`src/rtl/multicycle_controller_if.sv`:
```
// Control/status bundle between the multi-cycle controller and its datapath.
// The controller is the master: it consumes Op/Zero/MemReady and drives every enable and select.
interface multicycle_controller_if;
    logic [5:0] Op;
    logic       Zero;
    logic       MemReady;
    logic       PCEn;
    logic       IRWrite;
    logic       IorD;
    logic       MemRead;
    logic       MemWrite;
    logic       RegWrite;
    logic       RegDst;
    logic       MemtoReg;
    logic       ALUSrcA;
    logic [1:0] ALUSrcB;
    logic [1:0] ALUOp;
    logic [1:0] PCSrc;
    logic       Halted;
    logic [3:0] State;

    modport master (
        input  Op, Zero, MemReady,
        output PCEn, IRWrite, IorD, MemRead, MemWrite, RegWrite, RegDst, MemtoReg,
               ALUSrcA, ALUSrcB, ALUOp, PCSrc, Halted, State
    );

    modport slave (
        output Op, Zero, MemReady,
        input  PCEn, IRWrite, IorD, MemRead, MemWrite, RegWrite, RegDst, MemtoReg,
               ALUSrcA, ALUSrcB, ALUOp, PCSrc, Halted, State
    );
endinterface

```
`src/rtl/multicycle_controller.sv`:
```
// Main control FSM of the multi-cycle MIPS core: fetch/decode/execute/memory/writeback sequencing,
// memory-ready stalls with a bounded wait, and a sticky halt on illegal opcodes or memory timeouts.
module multicycle_controller #(
    parameter int TIMEOUT = 16
) (
    input  logic                           clk,
    input  logic                           reset,
    multicycle_controller_if.master        bus
);

    localparam logic [3:0] S_RST    = 4'd0;
    localparam logic [3:0] S_FETCH  = 4'd1;
    localparam logic [3:0] S_DECODE = 4'd2;
    localparam logic [3:0] S_MEMADR = 4'd3;
    localparam logic [3:0] S_MEMRD  = 4'd4;
    localparam logic [3:0] S_MEMWB  = 4'd5;
    localparam logic [3:0] S_MEMWR  = 4'd6;
    localparam logic [3:0] S_EXEC   = 4'd7;
    localparam logic [3:0] S_ALUWB  = 4'd8;
    localparam logic [3:0] S_BRANCH = 4'd9;
    localparam logic [3:0] S_ADDIEX = 4'd10;
    localparam logic [3:0] S_ADDIWB = 4'd11;
    localparam logic [3:0] S_JUMP   = 4'd12;
    localparam logic [3:0] S_HALT   = 4'd15;

    localparam logic [5:0] OP_RTYPE = 6'b000000;
    localparam logic [5:0] OP_LW    = 6'b100011;
    localparam logic [5:0] OP_SW    = 6'b101011;
    localparam logic [5:0] OP_BEQ   = 6'b000100;
    localparam logic [5:0] OP_ADDI  = 6'b001000;
    localparam logic [5:0] OP_J     = 6'b000010;

    // TIMEOUT of 0 disables the watchdog; otherwise the last tolerated count is TIMEOUT-1.
    localparam bit         TMO_EN   = (TIMEOUT != 0);
    localparam logic [7:0] TMO_LAST = TMO_EN ? 8'(TIMEOUT - 1) : 8'd0;

    logic [3:0] state_r;
    logic [3:0] next_state_s;
    logic [7:0] tmo_cnt_r;
    logic [7:0] tmo_cnt_next_s;
    logic       wait_state_s;
    logic       tmo_hit_s;

    // Memory-wait watchdog: counts consecutive not-ready cycles in the three wait states.
    always_comb begin
        wait_state_s = (state_r == S_FETCH) || (state_r == S_MEMRD) || (state_r == S_MEMWR);
        tmo_hit_s    = TMO_EN && !bus.MemReady && (tmo_cnt_r == TMO_LAST);
        if (wait_state_s && !bus.MemReady) begin
            tmo_cnt_next_s = tmo_cnt_r + 8'd1;
        end else begin
            tmo_cnt_next_s = 8'd0;
        end
    end

    // State and watchdog registers; reset drops straight to RST without waiting for a clock.
    always_ff @(posedge clk or negedge reset) begin
        if (!reset) begin
            state_r   <= S_RST;
            tmo_cnt_r <= 8'd0;
        end else begin
            state_r   <= next_state_s;
            tmo_cnt_r <= tmo_cnt_next_s;
        end
    end

    // Next-state selection; unused codes and unknown opcodes all collapse into HALT.
    always_comb begin
        next_state_s = S_HALT;
        case (state_r)
            S_RST:    next_state_s = S_FETCH;
            S_FETCH: begin
                if (bus.MemReady) begin
                    next_state_s = S_DECODE;
                end else if (tmo_hit_s) begin
                    next_state_s = S_HALT;
                end else begin
                    next_state_s = S_FETCH;
                end
            end
            S_DECODE: begin
                case (bus.Op)
                    OP_RTYPE:     next_state_s = S_EXEC;
                    OP_LW, OP_SW: next_state_s = S_MEMADR;
                    OP_BEQ:       next_state_s = S_BRANCH;
                    OP_ADDI:      next_state_s = S_ADDIEX;
                    OP_J:         next_state_s = S_JUMP;
                    default:      next_state_s = S_HALT;
                endcase
            end
            S_MEMADR: begin
                if (bus.Op == OP_LW) begin
                    next_state_s = S_MEMRD;
                end else begin
                    next_state_s = S_MEMWR;
                end
            end
            S_MEMRD: begin
                if (bus.MemReady) begin
                    next_state_s = S_MEMWB;
                end else if (tmo_hit_s) begin
                    next_state_s = S_HALT;
                end else begin
                    next_state_s = S_MEMRD;
                end
            end
            S_MEMWB:  next_state_s = S_FETCH;
            S_MEMWR: begin
                if (bus.MemReady) begin
                    next_state_s = S_FETCH;
                end else if (tmo_hit_s) begin
                    next_state_s = S_HALT;
                end else begin
                    next_state_s = S_MEMWR;
                end
            end
            S_EXEC:   next_state_s = S_ALUWB;
            S_ALUWB:  next_state_s = S_FETCH;
            S_BRANCH: next_state_s = S_FETCH;
            S_ADDIEX: next_state_s = S_ADDIWB;
            S_ADDIWB: next_state_s = S_FETCH;
            S_JUMP:   next_state_s = S_FETCH;
            S_HALT:   next_state_s = S_HALT;
            default:  next_state_s = S_HALT;
        endcase
    end

    // Datapath controls decoded from the state; only FETCH and BRANCH look at live inputs.
    always_comb begin
        bus.PCEn     = 1'b0;
        bus.IRWrite  = 1'b0;
        bus.IorD     = 1'b0;
        bus.MemRead  = 1'b0;
        bus.MemWrite = 1'b0;
        bus.RegWrite = 1'b0;
        bus.RegDst   = 1'b0;
        bus.MemtoReg = 1'b0;
        bus.ALUSrcA  = 1'b0;
        bus.ALUSrcB  = 2'b00;
        bus.ALUOp    = 2'b00;
        bus.PCSrc    = 2'b00;
        bus.Halted   = 1'b0;
        case (state_r)
            S_FETCH: begin
                bus.MemRead = 1'b1;
                bus.ALUSrcB = 2'b01;
                bus.IRWrite = bus.MemReady;
                bus.PCEn    = bus.MemReady;
            end
            S_DECODE: bus.ALUSrcB = 2'b11;
            S_MEMADR: begin
                bus.ALUSrcA = 1'b1;
                bus.ALUSrcB = 2'b10;
            end
            S_MEMRD: begin
                bus.IorD    = 1'b1;
                bus.MemRead = 1'b1;
            end
            S_MEMWB: begin
                bus.MemtoReg = 1'b1;
                bus.RegWrite = 1'b1;
            end
            S_MEMWR: begin
                bus.IorD     = 1'b1;
                bus.MemWrite = 1'b1;
            end
            S_EXEC: begin
                bus.ALUSrcA = 1'b1;
                bus.ALUOp   = 2'b10;
            end
            S_ALUWB: begin
                bus.RegDst   = 1'b1;
                bus.RegWrite = 1'b1;
            end
            S_BRANCH: begin
                bus.ALUSrcA = 1'b1;
                bus.ALUOp   = 2'b01;
                bus.PCSrc   = 2'b01;
                bus.PCEn    = bus.Zero;
            end
            S_ADDIEX: begin
                bus.ALUSrcA = 1'b1;
                bus.ALUSrcB = 2'b10;
            end
            S_ADDIWB: bus.RegWrite = 1'b1;
            S_JUMP: begin
                bus.PCSrc = 2'b10;
                bus.PCEn  = 1'b1;
            end
            S_HALT:   bus.Halted = 1'b1;
            default:  bus.Halted = 1'b0;
        endcase
    end

    assign bus.State = state_r;

endmodule

```
`src/flat_wrapper.sv`:
```
// flat-port wrapper written by rule: the top's interface ports become plain ports
module multicycle_controller_flat 
#(
    parameter int TIMEOUT = 16
)
  (clk, reset, bus_Op, bus_Zero, bus_MemReady, bus_PCEn, bus_IRWrite, bus_IorD, bus_MemRead, bus_MemWrite, bus_RegWrite, bus_RegDst, bus_MemtoReg, bus_ALUSrcA, bus_ALUSrcB, bus_ALUOp, bus_PCSrc, bus_Halted, bus_State);
  multicycle_controller_if bus_i ();
  input  logic clk;
  input  logic reset;
  input wire logic [$bits(bus_i.Op)-1:0] bus_Op;
  input wire logic [$bits(bus_i.Zero)-1:0] bus_Zero;
  input wire logic [$bits(bus_i.MemReady)-1:0] bus_MemReady;
  output wire logic [$bits(bus_i.PCEn)-1:0] bus_PCEn;
  output wire logic [$bits(bus_i.IRWrite)-1:0] bus_IRWrite;
  output wire logic [$bits(bus_i.IorD)-1:0] bus_IorD;
  output wire logic [$bits(bus_i.MemRead)-1:0] bus_MemRead;
  output wire logic [$bits(bus_i.MemWrite)-1:0] bus_MemWrite;
  output wire logic [$bits(bus_i.RegWrite)-1:0] bus_RegWrite;
  output wire logic [$bits(bus_i.RegDst)-1:0] bus_RegDst;
  output wire logic [$bits(bus_i.MemtoReg)-1:0] bus_MemtoReg;
  output wire logic [$bits(bus_i.ALUSrcA)-1:0] bus_ALUSrcA;
  output wire logic [$bits(bus_i.ALUSrcB)-1:0] bus_ALUSrcB;
  output wire logic [$bits(bus_i.ALUOp)-1:0] bus_ALUOp;
  output wire logic [$bits(bus_i.PCSrc)-1:0] bus_PCSrc;
  output wire logic [$bits(bus_i.Halted)-1:0] bus_Halted;
  output wire logic [$bits(bus_i.State)-1:0] bus_State;
  assign bus_i.Op = bus_Op;
  assign bus_i.Zero = bus_Zero;
  assign bus_i.MemReady = bus_MemReady;
  assign bus_PCEn = bus_i.PCEn;
  assign bus_IRWrite = bus_i.IRWrite;
  assign bus_IorD = bus_i.IorD;
  assign bus_MemRead = bus_i.MemRead;
  assign bus_MemWrite = bus_i.MemWrite;
  assign bus_RegWrite = bus_i.RegWrite;
  assign bus_RegDst = bus_i.RegDst;
  assign bus_MemtoReg = bus_i.MemtoReg;
  assign bus_ALUSrcA = bus_i.ALUSrcA;
  assign bus_ALUSrcB = bus_i.ALUSrcB;
  assign bus_ALUOp = bus_i.ALUOp;
  assign bus_PCSrc = bus_i.PCSrc;
  assign bus_Halted = bus_i.Halted;
  assign bus_State = bus_i.State;
  multicycle_controller #(.TIMEOUT(TIMEOUT)) u_core (.clk(clk), .reset(reset), .bus(bus_i));
endmodule
```
`config.mk`:
```
export PLATFORM = sky130hd
export DESIGN_NAME = multicycle_controller_flat
export DESIGN_NICKNAME = d
export VERILOG_FILES = /design/src/rtl/multicycle_controller_if.sv /design/src/rtl/multicycle_controller.sv /design/src/flat_wrapper.sv
export SDC_FILE = /design/constraint.sdc
export NUM_CORES = 1
export LEC_CHECK = 0
export ABC_CLOCK_PERIOD_IN_PS = 3900
export CORE_ASPECT_RATIO = 0.8
export CORE_MARGIN = 2
export CORE_UTILIZATION = 47
export DETAILED_ROUTE_END_ITERATION = 10
export PLACE_DENSITY_LB_ADDON = 0.2
export REMOVE_ABC_BUFFERS = 1
export SETUP_SLACK_MARGIN = 0.4
export SLEW_MARGIN = 20
export SYNTH_ARGS = -nofsm -noshare
export SYNTH_HDL_FRONTEND = slang
export SYNTH_SLANG_ARGS = --single-unit
```
`constraint.sdc`:
```
create_clock -name clk -period 3.9 [get_ports clk]
set_clock_uncertainty 0.05 [all_clocks]
set_input_delay 0.39 -clock clk [delete_from_list [all_inputs] [get_ports clk]]
set_output_delay 0.39 -clock clk [all_outputs]
set_load 0.02 [all_outputs]
```
# --- After elaboration in Yosys (flattened, before gate mapping) ---
# Cells that the tools add are included.
op_classes:
  n_addsub: 1
  mul: 0
  n_lt_le_gt_ge: 0
  reduce_logical: 14
  shifts: 0
  div: 0
  n_bitwise: 0
  n_eq_ne: 19
  mux: 23
ops:
  columns: ["cell", "n"]
  rows:
  - ["$pmux W4 S8", 1]
  - ["$eq A4 B4 Y1 const B", 6]
  - ["$mux W4", 6]
  - ["$pmux W4 S5", 1]
  - ["$eq A4 B3 Y1 const B", 4]
  - ["$eq A6 B6 Y1 const B", 2]
  - ["$mux W1", 9]
  - ["$add A8 B1 Y8 const B", 1]
  - ["$eq A4 B2 Y1 const B", 2]
  - ["$eq A8 B4 Y1 const B", 1]
  - ["$mux W8", 1]
  - ["$pmux W2 S2", 2]
  - ["$reduce_or A2 Y1", 4]
  - ["$eq A6 B2 Y1 const B", 1]
  - ["$eq A6 B3 Y1 const B", 1]
  - ["$eq A6 B4 Y1 const B", 1]
  - ["$logic_not A6 Y1", 1]
  - ["$pmux W2 S3", 1]
  - ["$reduce_or A6 Y1", 1]
  - ["$eq A4 B1 Y1 const B", 1]
  - ["$logic_not A4 Y1", 1]
  - ["$reduce_or A4 Y1", 1]
  - ["$pmux W1 S3", 1]
  - ["$reduce_or A3 Y1", 1]
  - ["4 further kinds", 6]
word_totals:
  n_memories: 0
  wordCells: 59
  ramBits: 0
  mem_bits_ro: 0
  out_inout_bits: 20
  latchBits: 0
  regBits: 12
  in_bits: 10

# --- Longest topological paths before layout ---
# Gate-level depths: netlist of run 1.
logic_depth:
  word_depth: 5
  ltp_mapped: 5
  mapped_depth_nobuf: 5

# --- Least setup slack after synthesis of run 1 ---
# OpenSTA, ideal clock, no wires.
synth_path:
  path_type: "register -> output"
  startpoint: "register u_core.state_r[3] (netlist: u_core.bus.State[3])"
  endpoint: "output bus_PCEn"
  t_arrival_ns: 1.681
  setup_slack_ns: 1.779
  t_required_ns: 3.460
  stages_incl_launch_ff: 5
  path_cell_list: "dfrtp_1 > clkbuf_1 > nand2_1 > nor3_1 > a211o_1"
synth_between:
  elab_chain_cells: 2
  elab_cells_between_ends: 4
  classes_between: "eq/ne: 3; mux: 1"
synth_rtl:
  columns: ["item", "line_no", "rtl"]
  rows:
  - ["start: declaration", "multicycle_controller.sv:37", "logic [3:0] state_r;"]
  - ["start signal: assignment", "multicycle_controller.sv:61", "state_r <= next_state_s;"]
  - ["$eq A4 B4 Y1 / $eq A4 B1 Y1 (equally long branches)", "multicycle_controller.sv:142", "case (state_r)"]
  - ["$pmux W1 S3 (*)", "multicycle_controller.sv:142", null]
  - ["end: declaration", "flat_wrapper.sv:13", "output wire logic [$bits(bus_i.PCEn)-1:0] bus_PCEn;"]
# Mark *: on every way between the ends. The rest lies on a longest branch, timed or not.

# --- Worst setup path after layout of run 1 ---
layout_path:
  startpoint: "register u_core.state_r[0] (netlist: u_core.bus.State[0])"
  endpoint: "output bus_PCEn"
# The elaborated chain is that of the path after synthesis.

==> flow_metrics.py, run 1 <==
metrics = {
    "sta": {
        "fmax_mhz": 361,
        "grt_setup_unrepaired": "false",
        "setup_tns_ns": 0,
        "layout_worst_path_cycle_share": 0.710,
        "hold_slack_ns": 0.407,
        "slew_viol_final": 0,
        "slew_headroom": 0.640,
        "finalWorstSetupSlack_ns": 1.13,
        "setup_viol": 0,
        "hold_violations": 0,
        "worst_pin_slew_ns": 0.538,
        "period_minus_slack_ns": 2.77,
    },
    "layout": {
        "final_common_cell": "clkdlybuf4s50_1",
        "area_delta_synth_final_pct": 36.7,
        "drive_above_1_share": 0.0657,
        "num-nets-final": 149,
        "antenna_cells": 0,
        "final_util": 0.706,
        "fillers": 134,
        "final_cell_mix": "29 x clkdlybuf4s50_1, 15 x nor2_1, 12 x dfrtp_1, 11 x nand2_1, 8 x nor3_1",
    },
    "pwr": {
        "pwr-share-seq": 0.276,
        "leakagePower_nw": 0.475,
        "switching_share": 0.452,
        "p_per_area_mw_per_mm2": 636,
        "p_comb_frac": 0.592,
        "finalPower_mw": 0.753,
        "ir_drop_mv": 0.349,
        "p_int_mw": 0.413,
        "p_sw_mw": 0.340,
        "pwr-share-clk": 0.132,
    },
    "clocking": {
        "post_cts_resized": 0,
        "cts_tree": "built",
        "cts_setup_buffers": 0,
        "insertion_delay_ns": 0.28,
        "clock-sinks": 12,
        "clk_path_buf_depth": 2,
        "cts_buffers": 3,
        "holdBufCountCts": 0,
        "cts_root_buf": "clkbuf_4",
        "clk_pin_slew_worst_paths_ns": 0.08,
        "cts_max_level": 1,
    },
    "setup_path": {
        "startpoint_type": "register",
        "rr_worst_depth": 4,
        "worstPathRequired_ns": 3.46,
        "path_class": "register to output port",
        "critical_path_arrival_ns": 2.33,
        "endpoint_kind": "output port",
        "cp_max_fo": 16,
    },
    "placed_design": {
        "post-place-ws_ns": 1.48,
        "hpwlAfterDp_um": 1580,
        "routabilityCongestion": 0.879,
        "io_buffer_count": 29,
    },
    "drt": {
        "wl_per_cell_um": 13.0,
        "wl_met2_um": 974,
        "first_iter_violations": 20,
        "drt-total-wl_um": 2070,
        "drtPass1Iterations": 4,
        "wl_met1_um": 939,
        "via_count": 912,
        "postRouteAntennaNets": 0,
        "met3WireLength_um": 158,
        "vias_per_cell": 5.74,
        "top_layer": "met3",
        "drc": 0,
    },
    "logic_synthesis": {
        "ys_async_sr_fraction": 1.00,
        "synth_cell_types": 35,
        "synth_top_cell_by_area": "dfrtp_1",
        "synth_ff_type": "dfrtp_1",
        "netlist_area_um2": 866,
        "synth-edff-count": 0,
        "yosys_warnings": 0,
        "netlist.area_leader.share": 0.347,
        "syn-instance-count": 110,
        "seq_area_frac_synth": 0.347,
        "synth_area_leaders": "dfrtp_1 35%, nor2_1 6.5%, xnor2_1 6.1%",
        "ys_ff_latch": 12,
        "synth_area_per_cell_um2": 7.87,
    },
    "global_route": {
        "grt_pass1_wl_um": 3240,
        "grt_overflow": 0,
        "first_global_vias": 736,
        "grt_usage": 0.200,
        "antenna_found_initial": 0,
        "grt_max_degree": 17,
    },
    "floorplan": {
        "die_h_um": 42.4,
        "start_util": 0.517,
        "die_x_um": 52.0,
        "rows": 13,
        "pin_count": 30,
        "die_area_mm2": 0.00220,
        "core_area_mm2": 0.00168,
    },
    "status": {
        "outcome": "completed",
    },
    "flow_run": {
        "drv_cap": 0,
    },
    "min_path": {
        "hp-class": "input pin to asynchronous set/reset pin",
    },
}
-- critical path, cell delays in order, from the launching register on --
cell and delay [ns]:
dfrtp_1 0.61, nand2b_1 0.21, nor3_1 0.32, and2_1 0.21, a211o_1 0.11, clkdlybuf4s50_1 0.59
-- stage by stage --
stage	cell area, um^2	std cells
final	1180	159
after global routing	1180	159
after CTS	1180	159
after detailed placement	1150	155
after global placement	1150	155
after floorplan	830	104
-- power by group through the flow --
stage | registers (mW) | logic [mW] | clock network [mW]
2_1_floorplan | 0.216 | 0.242 | 0
3_3_place_gp | 0.206 | 0.440 | 0
3_5_place_dp | 0.209 | 0.444 | 0
4_1_cts | 0.206 | 0.445 | 0.102
5_1_grt | 0.216 | 0.479 | 0.110
6_report | 0.208 | 0.446 | 0.0991
-- registers in the layout (all words and copies together), names as in the netlist --
signal / flops
u_core.tmo_cnt_r: 8
u_core.bus.State: 4
-- kinds of logic after synthesis --
family          synth area share
simple gates               0.321
flops                      0.347
xor+xnor                  0.0809
buf+inv                   0.0636
fa+ha+maj                 0.0144
compound gates             0.173
-- synth_stat cells, drive strengths merged (2+ instances only) --
library cell   n
nand2         11
buf            4
a211o          2
xor2           2
a31o           2
inv            5
clkbuf         2
o31ai          2
xnor2          6
o21ai          7
dfrtp         12
nor3           9
nand3          2
nand2b         3
a21oi          4
nand4          2
nor2          15
or3            5
nor4           2
-- cell type report --
class / count / area, um^2 / area share
multi-input combinational: 87 / 510 / 0.431
sequential: 12 / 300 / 0.254
timing repair buffer: 29 / 290 / 0.245
clock buffer: 4 / 36.3 / 0.0307
tap: 22 / 27.5 / 0.0233
inverter: 5 / 18.8 / 0.0159
-- per-layer routing --
layer / vias to the layer above / global-route usage
met3: 0 / 0.0857
met5: - / 0
li1: 451 / -
met2: 35 / 0.309
met1: 426 / 0.269
met4: 0 / 0.0158
-- path summary, 6_finish.rpt --
check / from / to / slack (ns)
worst max register to register: u_core.bus.State[2]$_DFF_PN0_ / u_core.bus.State[3]$_DFF_PN0_ / 2.14
min in group clk: u_core.tmo_cnt_r[0]$_DFF_PN0_ / u_core.tmo_cnt_r[0]$_DFF_PN0_ / 0.41
worst min-delay path: reset / u_core.tmo_cnt_r[6]$_DFF_PN0_ / 0.41
worst max-delay path: u_core.bus.State[0]$_DFF_PN0_ / bus_PCEn / 1.13
worst min register to register: u_core.tmo_cnt_r[0]$_DFF_PN0_ / u_core.tmo_cnt_r[0]$_DFF_PN0_ / 0.41
max in group asynchronous: reset / u_core.tmo_cnt_r[1]$_DFF_PN0_ / 3.03
No activity file was read; power rests on OpenSTA's default activity.
==> run 2, diff against run 1 <==
- ABC_CLOCK_PERIOD_IN_PS: 3900 -> 2600
- CORE_UTILIZATION: 47 -> 44
- clock period: 3.9 -> 2.6 ns (I/O delays scaled with it)
==> flow_metrics.py, run 2 (synthesis gave the netlist of run 1 again) <==
metrics = {
    "layout": {
        "area_delta_synth_final_pct": 41.9,
        "final_common_cell": "clkdlybuf4s50_1",
        "fin_cells": 163,
        "top_register": "u_core.tmo_cnt_r",
        "seq_area_um2": 305,
        "num-nets-final": 151,
        "final_cell_mix": "18 x clkdlybuf4s50_1, 15 x nor2_1, 11 x nand2_1, 8 x dfrtp_1, 7 x o21ai_0",
        "largest_register_ffs": 8,
        "antenna_cells": 0,
        "multi_input_area_um2": 523,
        "fillers": 159,
        "drive_above_1_share": 0.129,
    },
    "drt": {
        "via_count": 909,
        "vias_per_cell": 5.58,
        "postRouteAntennaNets": 0,
        "drt-total-wl_um": 2170,
        "first_iter_violations": 17,
        "wl_per_cell_um": 13.3,
        "drc": 0,
        "drtPass1Iterations": 4,
    },
    "pwr": {
        "finalPower_mw": 1.14,
        "p_int_mw": 0.619,
        "ir_drop_mv": 0.614,
        "pwr-share-clk": 0.130,
        "p_per_area_mw_per_mm2": 931,
        "pwr-share-seq": 0.276,
        "p_sw_mw": 0.525,
        "leakagePower_nw": 0.593,
        "switching_share": 0.459,
        "p_comb_frac": 0.594,
    },
    "setup_path": {
        "crit_family": "buffers and inverters",
        "r2r_slack_ns": 0.77,
        "critical_path_arrival_ns": 1.80,
        "endpoint_kind": "output port",
        "startpoint": "u_core.bus.State[0]$_DFF_PN0_",
        "cp_max_fo": 10,
        "slowest_stage": "clkdlybuf4s50_1",
        "timing.critical_path.cells": "buf_4 > a211oi_1 > clkdlybuf4s50_1",
        "critPathBufInv": 2,
        "slowest_delay_ns": 0.64,
        "startpoint_type": "register",
        "path_class": "register to output port",
        "worstPathRequired_ns": 2.29,
        "r2r_start": "u_core.bus.State[0]$_DFF_PN0_",
    },
    "min_path": {
        "hp-class": "input pin to asynchronous set/reset pin",
    },
    "floorplan": {
        "core_area_mm2": 0.00187,
        "die_x_um": 53.6,
        "rows": 14,
        "die_area_mm2": 0.00234,
        "pin_count": 30,
        "die_h_um": 43.7,
        "start_util": 0.462,
    },
    "status": {
        "outcome": "completed",
    },
    "sta": {
        "layout_worst_path_cycle_share": 0.811,
        "period_minus_slack_ns": 2.11,
        "slew_headroom": 0.640,
        "slew_viol_final": 0,
        "setup_viol": 0,
        "worst_pin_slew_ns": 0.539,
        "fmax_mhz": 474,
        "hold_violations": 0,
        "setup_tns_ns": 0,
        "finalWorstSetupSlack_ns": 0.491,
        "grt_setup_unrepaired": "false",
    },
    "flow_run": {
        "drv_cap": 0,
    },
    "placed_design": {
        "dp_cells": 158,
        "io_buffer_count": 29,
        "hpwlAfterDp_um": 1640,
        "post-place-ws_ns": 0.345,
        "routabilityCongestion": 0.858,
    },
    "clocking": {
        "clk_pin_slew_worst_paths_ns": 0.08,
        "cts_tree": "built",
        "clock-sinks": 12,
        "clk_path_buf_depth": 2,
        "cts_root_buf": "clkbuf_4",
        "insertion_delay_ns": 0.27,
        "cts_max_level": 1,
        "cts_buffers": 3,
    },
    "global_route": {
        "antenna_found_initial": 0,
        "grt_overflow": 0,
        "grt_max_degree": 17,
        "first_global_vias": 760,
        "grt_pass1_wl_um": 3460,
        "grt_usage": 0.200,
    },
}
==> run 2: area by class of cell <==
class,instances,area share
tap,24,0.0244
clock buffer,4,0.0295
sequential,12,0.248
timing repair buffer,31,0.257
inverter,5,0.0153
multi-input combinational,87,0.426
==> run 2: per-layer routing <==
metal  part of all wire  global-route usage  vias up
li1                   -                   -      455
met1               0.47               0.311      425
met2               0.47               0.281       27
met3              0.058              0.0621        2
met4             0.0037              0.0205        0
met5                  0                   0        -
==> run 2: per-stage QoR <==
stage	area, um^2	hold WS [ns]	util
6_report	1230	0.281	0.656
5_1_grt	1230	0.312	0.656
3_3_place_gp	1160	0.400	0.617
4_1_cts	1210	0.301	0.646
3_5_place_dp	1160	0.401	0.617
2_1_floorplan	830	-0.0856	-
==> run 2: worst paths after layout <==
| kind | endpoint | cells past startpoint |
|---|---|---|
| min in group clk | u_core.tmo_cnt_r[0]$_DFF_PN0_ | 1 |
| worst max-delay path | bus_ALUSrcB[1] | 3 |
| worst min register to register | u_core.tmo_cnt_r[0]$_DFF_PN0_ | 1 |
| worst max register to register | u_core.bus.State[3]$_DFF_PN0_ | 5 |
| max in group asynchronous | u_core.bus.State[1]$_DFF_PN0_ | 1 |
| worst min-delay path | u_core.tmo_cnt_r[6]$_DFF_PN0_ | 1 |
==> run 2: power groups by stage <==
stage | clock network [mW] | registers, mW | logic (mW)
finish | 0.148 | 0.316 | 0.680
global route | 0.161 | 0.330 | 0.741
CTS | 0.152 | 0.312 | 0.686
detailed placement | 0 | 0.308 | 0.692
global placement | 0 | 0.304 | 0.682
floorplan | 0 | 0.324 | 0.363
==> run 2: timing repair <==
| action | 4_1_cts | 5_1_grt |
|---|---|---|
| buffers inserted | 1 | 0 |
| hold buffers | 0 | 0 |
| resized for setup | 11 | 8 |
| endpoints found under the setup margin | 10 | 7 |
| pin swaps | 1 | 0 |
==> patch 1 (config.mk and constraints of run 2) <==
Reset style: synchronous (`reset`), changed in one clocked block.
--- a/src/rtl/multicycle_controller.sv
+++ b/src/rtl/multicycle_controller.sv
@@ -55,3 +55,3 @@
     // State and watchdog registers; reset drops straight to RST without waiting for a clock.
-    always_ff @(posedge clk or negedge reset) begin
+    always_ff @(posedge clk) begin
         if (!reset) begin
Behaviour: differs if reset is asserted again (counterexample within 4 cycles, from zero or initial values and one cycle with reset low); with reset held inactive, the same outputs for 10 cycles.
==> patch 1 against run 2 <==
Largest cell class unchanged. Setup slack got worse by 0.024 ns. Global-route usage rose by 1.5 points. Register-to-register slack improved by 0.27 ns. Non-clock buffer count rose by 1. Sequential cell count did not move. Area after synthesis fell by 3.2%. Count of clock-buffer cells in the layout fell by 1. Fmax fell by 1.1%. Cell area fell by 3.9%. Routed wire length rose by 1.8%. Critical path depth rose by 2.
Power is not compared: it rests on default switching activity, and its combinational part moved more than twofold at a synthesized area within 25%.
==> patch 1: results (changes against run 2) <==
The multiplexer fraction of the synthesized cell area is 0% (unchanged), and the number of flip-flops under the largest register name is 8 (unchanged). The logs give 12 (unchanged) for the count of clock tree sinks and 840 (+11%) for the via count of the first global-routing pass. The clock slew at the register clock pins of the worst setup and hold paths came out at 0.07 ns.

The highest layer touched by signal routing is met4. By count the netlist is led by nor2_1, dfxtp_1, nand2_1, xnor2_1. The run gives 30.3% (-0.79 points) as the met1 layer usage reported by global route. The met3 wire length is 162 um (+29%), and the wire length on met2 is 986 um (-3.0%).

The routability congestion estimate was 0.939 (+9.4%). The relative area of clock buffers and inverters in the final design came out at 1.91% (-1.0 points). The length of routed wiring on met1 was 1050 um (+2.7%); the sequential portion of the cell area was 20.7% (-4.2 points). The count of nets after finishing was 156 (+3.3%). The worst hold path belongs to the class reg2reg. The fraction of synthesis flops using an asynchronous set or reset pin is 0% (-100 points), and the share of synthesized area occupied by flip-flops and latches is 28.7% (-6.0 points). The most common flop cell mapped by yosys was dfxtp_1.

The met3 routing resource usage after global routing was 6.34% (+0.13 points); the non-clock buffer share of cell area was 27.0% (+1.4 points). The global routing met2 resource utilization is 30.8% (+2.6 points), and the maximum fanout along the worst path is 7 (-3). The run finished with clean final reports.

The post-placement cell area was 1140 sq um (-1.2%); the total vias in the final route was 946 (+4.1%). The width of the die works out to 52.8 um (-1.5%). The first-pass GRT wire length is 3640 um (+5.4%). Fraction of standard cell area in multi-input logic: 46.6% (+4.0 points). The logs give 92 (+5.7%) for the number of combinational gates with multiple inputs and 1640 um (about the same) for the post-DP HPWL. The slowest stage of the critical path is the clkdlybuf4s50_1 cell. The run gives 19 (+2) as the pin count of the biggest net entering global routing. The count of inverters not on the clock network in the layout came out at 4 (-1). Adder-cell share of the synthesized area: 1.49% (+0.047 points). The layout cell share with drive strength beyond 1 came out at 7.69% (-5.3 points). The worst max-slew margin expressed relative to the limit was 76.4% (+12 points); the pre-CTS worst setup slack was 0.326 ns (-0.0187 ns). The run gives 176 (+11%) as the total of fill cells in the finished design.

The number of buffers outside the clock class in the layout is 32 (+3.2%), and the total sequential power is 0.000208 W. The area fraction in compound gates after synthesis was 20.6% (+3.3 points). The number of DRC markers after the initial detailed-route iteration is 33 (+16), and the overall fraction of global-route tracks in use is 21.6% (+1.5 points). The tools report the endpoint arrival time on the critical path as 1.82 ns (+0.02 ns).

Ranked by total cell area, the synthesized netlist is headed by dfxtp_1, nor2_1, xnor2_1. The tools report the iteration count of the initial detailed-routing pass as 5 (+1). The detailed-route wire length was 2210 um (+1.8%).

The xor and xnor fraction of the mapped netlist area was 10.4% (+2.4 points).
==> patch 1: worst paths after layout <==
check | start | end | slack [ns] | cells past startpoint
worst max-delay path | u_core.bus.State[2] | bus_ALUSrcA | 0.47 | 5
worst min-delay path | u_core.tmo_cnt_r[0] | u_core.tmo_cnt_r[0] | 0.41 | 1
worst max register to register | u_core.bus.State[2] | u_core.bus.State[2] | 1.04 | 4
worst min register to register | u_core.tmo_cnt_r[0] | u_core.tmo_cnt_r[0] | 0.41 | 1
==> patch 1: per-stage QoR <==
step / hold WS [ns] / util, % / instances
5_1_grt: 0.440 / 64.2 / 167
2_1_floorplan: 0.338 / - / 108
3_3_place_gp: 0.380 / 62.2 / 164
6_report: 0.407 / 64.2 / 167
3_5_place_dp: 0.403 / 62.2 / 164
4_1_cts: 0.414 / 63.5 / 167
==> patch 1: what timing repair did <==
action / 4_1_cts / 5_1_grt
buffers inserted: 0 / 0
resized for setup: 3 / 5
endpoints found under the setup margin: 11 / 4
==> patch 2 (config.mk and constraints of run 2) <==
Made on the original files. `TIMEOUT` is set to 16 in 2 places; all go to 12.
--- a/src/rtl/multicycle_controller.sv
+++ b/src/rtl/multicycle_controller.sv
@@ -3,3 +3,3 @@
 module multicycle_controller #(
-    parameter int TIMEOUT = 16
+    parameter int TIMEOUT = 12
 ) (
--- a/src/flat_wrapper.sv
+++ b/src/flat_wrapper.sv
@@ -3,3 +3,3 @@
 #(
-    parameter int TIMEOUT = 16
+    parameter int TIMEOUT = 12
 )
Formal check against the unedited RTL: no difference found for any inputs over 10 cycles, from zero or initial values and one cycle with reset low; that may be too few to reach the edited logic, so the function may still have changed.
==> patch 2 against run 2 <==
Sequential share of layout area shrank 0.57 points. Setup slack lost 0.012 ns. Clock power shrank 3%. Area after synthesis grew 2.9%. Power grew 4.3%. Sequential power shrank 1%. Sequential cell count is the same. Synthesized cell count shrank 0.91%. First-iteration DRC count grew 18%. Routed wire length grew 0.28%. Cell area grew 2.3%. Combinational power grew 8.4%. Register-to-register slack gained 0.13 ns. Critical path type unchanged. Largest cell class unchanged. Largest power group unchanged. Highest routed layer is now met3.
==> patch 2: results (changes against run 2) <==
The flow ran to the end, and the final reports show no timing, DRC or antenna violations. After synthesis, the cell types taking the most area are dfrtp_1, xor2_1, nor2_1. Startpoint of the worst register-to-register path: u_core.tmo_cnt_r[4]. The sequential portion of the cell area was 24.3% (-0.57 points); the clock buffer count in the final layout was 4 (unchanged). The total clock buffers created by CTS is 3 (unchanged), and the area fraction in compound gates after synthesis is 16.2% (-1.2 points). STA puts the critical path data arrival time at 1.81 ns.

The cell sitting at the root of the clock tree is a clkbuf_4. The post-DP HPWL came out at 1670 um (+1.6%). Count of inverters not on the clock network in the layout: 2 (-3).

The relative area of clock buffers and inverters in the final design was 2.89% (-0.068 points); the count of cell types in the netlist was 38 (+8.6%). The count of maximum capacitance violations came out at 0 (unchanged). The maximum fanout along the worst path is 6 (-4). The total vias in the final route was 899 (-1.1%); the worst max-slew margin expressed relative to the limit was 65.7% (+1.7 points). The tools report the count of nets after finishing as 149 (-1.3%). The maximum ir drop on the vdd rail was 0.815 mV (+33%); the count of buffers from port buffering was 29 (unchanged). The share of synthesized area occupied by flip-flops and latches came out at 33.7% (-0.97 points).

The routability congestion estimate was 0.819 (-4.6%). The register with the most flip-flops in the final layout is u_core.tmo_cnt_r. The number of buffers outside the clock class in the layout is 31 (unchanged).

The count of instances resized after the clock tree is built was 5 (-6). For the final non-filler cell total, the log shows 161 (-1.2%). The number of combinational gates with multiple inputs is 88 (+1.1%), and the pin count of the biggest net entering global routing is 16 (-1).

The detailed-route wire length was 2180 um (+0.28%). The number of DRC markers after the initial detailed-route iteration is 20 (+3). For the number of inserted diodes, the log shows 0 (unchanged).

The layout cell share with drive strength beyond 1 is 10.2% (-2.7 points), and the iteration count of the initial detailed-routing pass is 4 (unchanged). The pre-CTS worst setup slack came out at 0.500 ns (+0.155 ns). For the total of fill cells in the finished design, the log shows 174 (+9.4%). The cell depth of the worst flop-to-flop path is 4 (-1), and the first-pass GRT wire length is 3610 um (+4.4%). The non-clock buffer share of cell area came out at 25.6% (-0.090 points). The initial antenna violation count came out at 0 (unchanged). The logs give 557 sq um (+6.5%) for the area used by multi-input combinational logic and 20.7% (+0.68 points) for the overall fraction of global-route tracks in use.

The tools report the via count of the first global-routing pass as 810 (+6.6%). Xor and xnor fraction of the mapped netlist area: 10.8% (+2.7 points). The commonest cells after synthesis are nor2_1, dfrtp_1, nor3_1, xor2_1. The leakage dissipation was 0.603 nW (+1.7%). The count of buffers added by post-CTS timing repair for setup was 0 (-1); the adder-cell share of the synthesized area was 1.40% (-0.041 points). The peak per-stage delay on the critical path came out at 0.62 ns (-0.02 ns).

The flop-to-flop setup slack is 0.90 ns (+0.13 ns), and the post-synthesis cell count is 109 (-0.91%).
## patch 2: changes by cell type in the layout (fill, tap and decap cells not counted), moves of 4 or more
| cell | run 2 | this run |
|---|---|---|
| nand2_1 | 11 | 4 |
| nand2b_1 | 2 | 6 |
| nand3_1 | 2 | 6 |
| xor2_1 | 2 | 7 |
## patch 2: metal layers
layer,track usage (%),part of all wire (%),vias up
li1,-,-,451
met1,28.7,49,410
met2,32.0,45,38
met3,6.08,6.3,0
met4,4.50,0,0
met5,0,0,-
## patch 2: worst max path at each step
stage,startpoint,end,slack (ns)
6_report,u_core.bus.State[1],bus_RegWrite,0.48
5_1_grt,u_core.bus.State[1],bus_RegWrite,0.38
4_1_cts,u_core.bus.State[1],bus_MemRead,0.40
3_5_place_dp,bus_MemReady,bus_PCEn,0.50
3_3_place_gp,bus_MemReady,bus_PCEn,0.53
2_1_floorplan,u_core.bus.State[0],bus_PCEn,0.44
## patch 2: critical path: cells and delay by family (launching register included)
family                 cells  cell delay [ns]
AND/OR/NAND/NOR            1             0.25
AO/OA/AOI/OAI              1             0.21
flip-flops                 1             0.47
buffers and inverters      1             0.62
## patch 2: stage by stage
| step | hold WS, ns | power [W] | cell area (sq um) |
|---|---|---|---|
| floorplan | -0.0856 | 0.000705 | 855 |
| finish | 0.277 | 0.00119 | 1260 |
| CTS | 0.281 | 0.00119 | 1230 |
| detailed placement | 0.435 | 0.00104 | 1190 |
| global placement | 0.421 | 0.00103 | 1190 |
| global route | 0.294 | 0.00129 | 1260 |
## patch 2: power by group
part | switching [W] | internal, W | leakage [nW]
logic | 0.000394 | 0.000343 | 0.426
registers | 0.0000860 | 0.000226 | 0.156
clock network | 0.0000591 | 0.0000852 | 0.0210
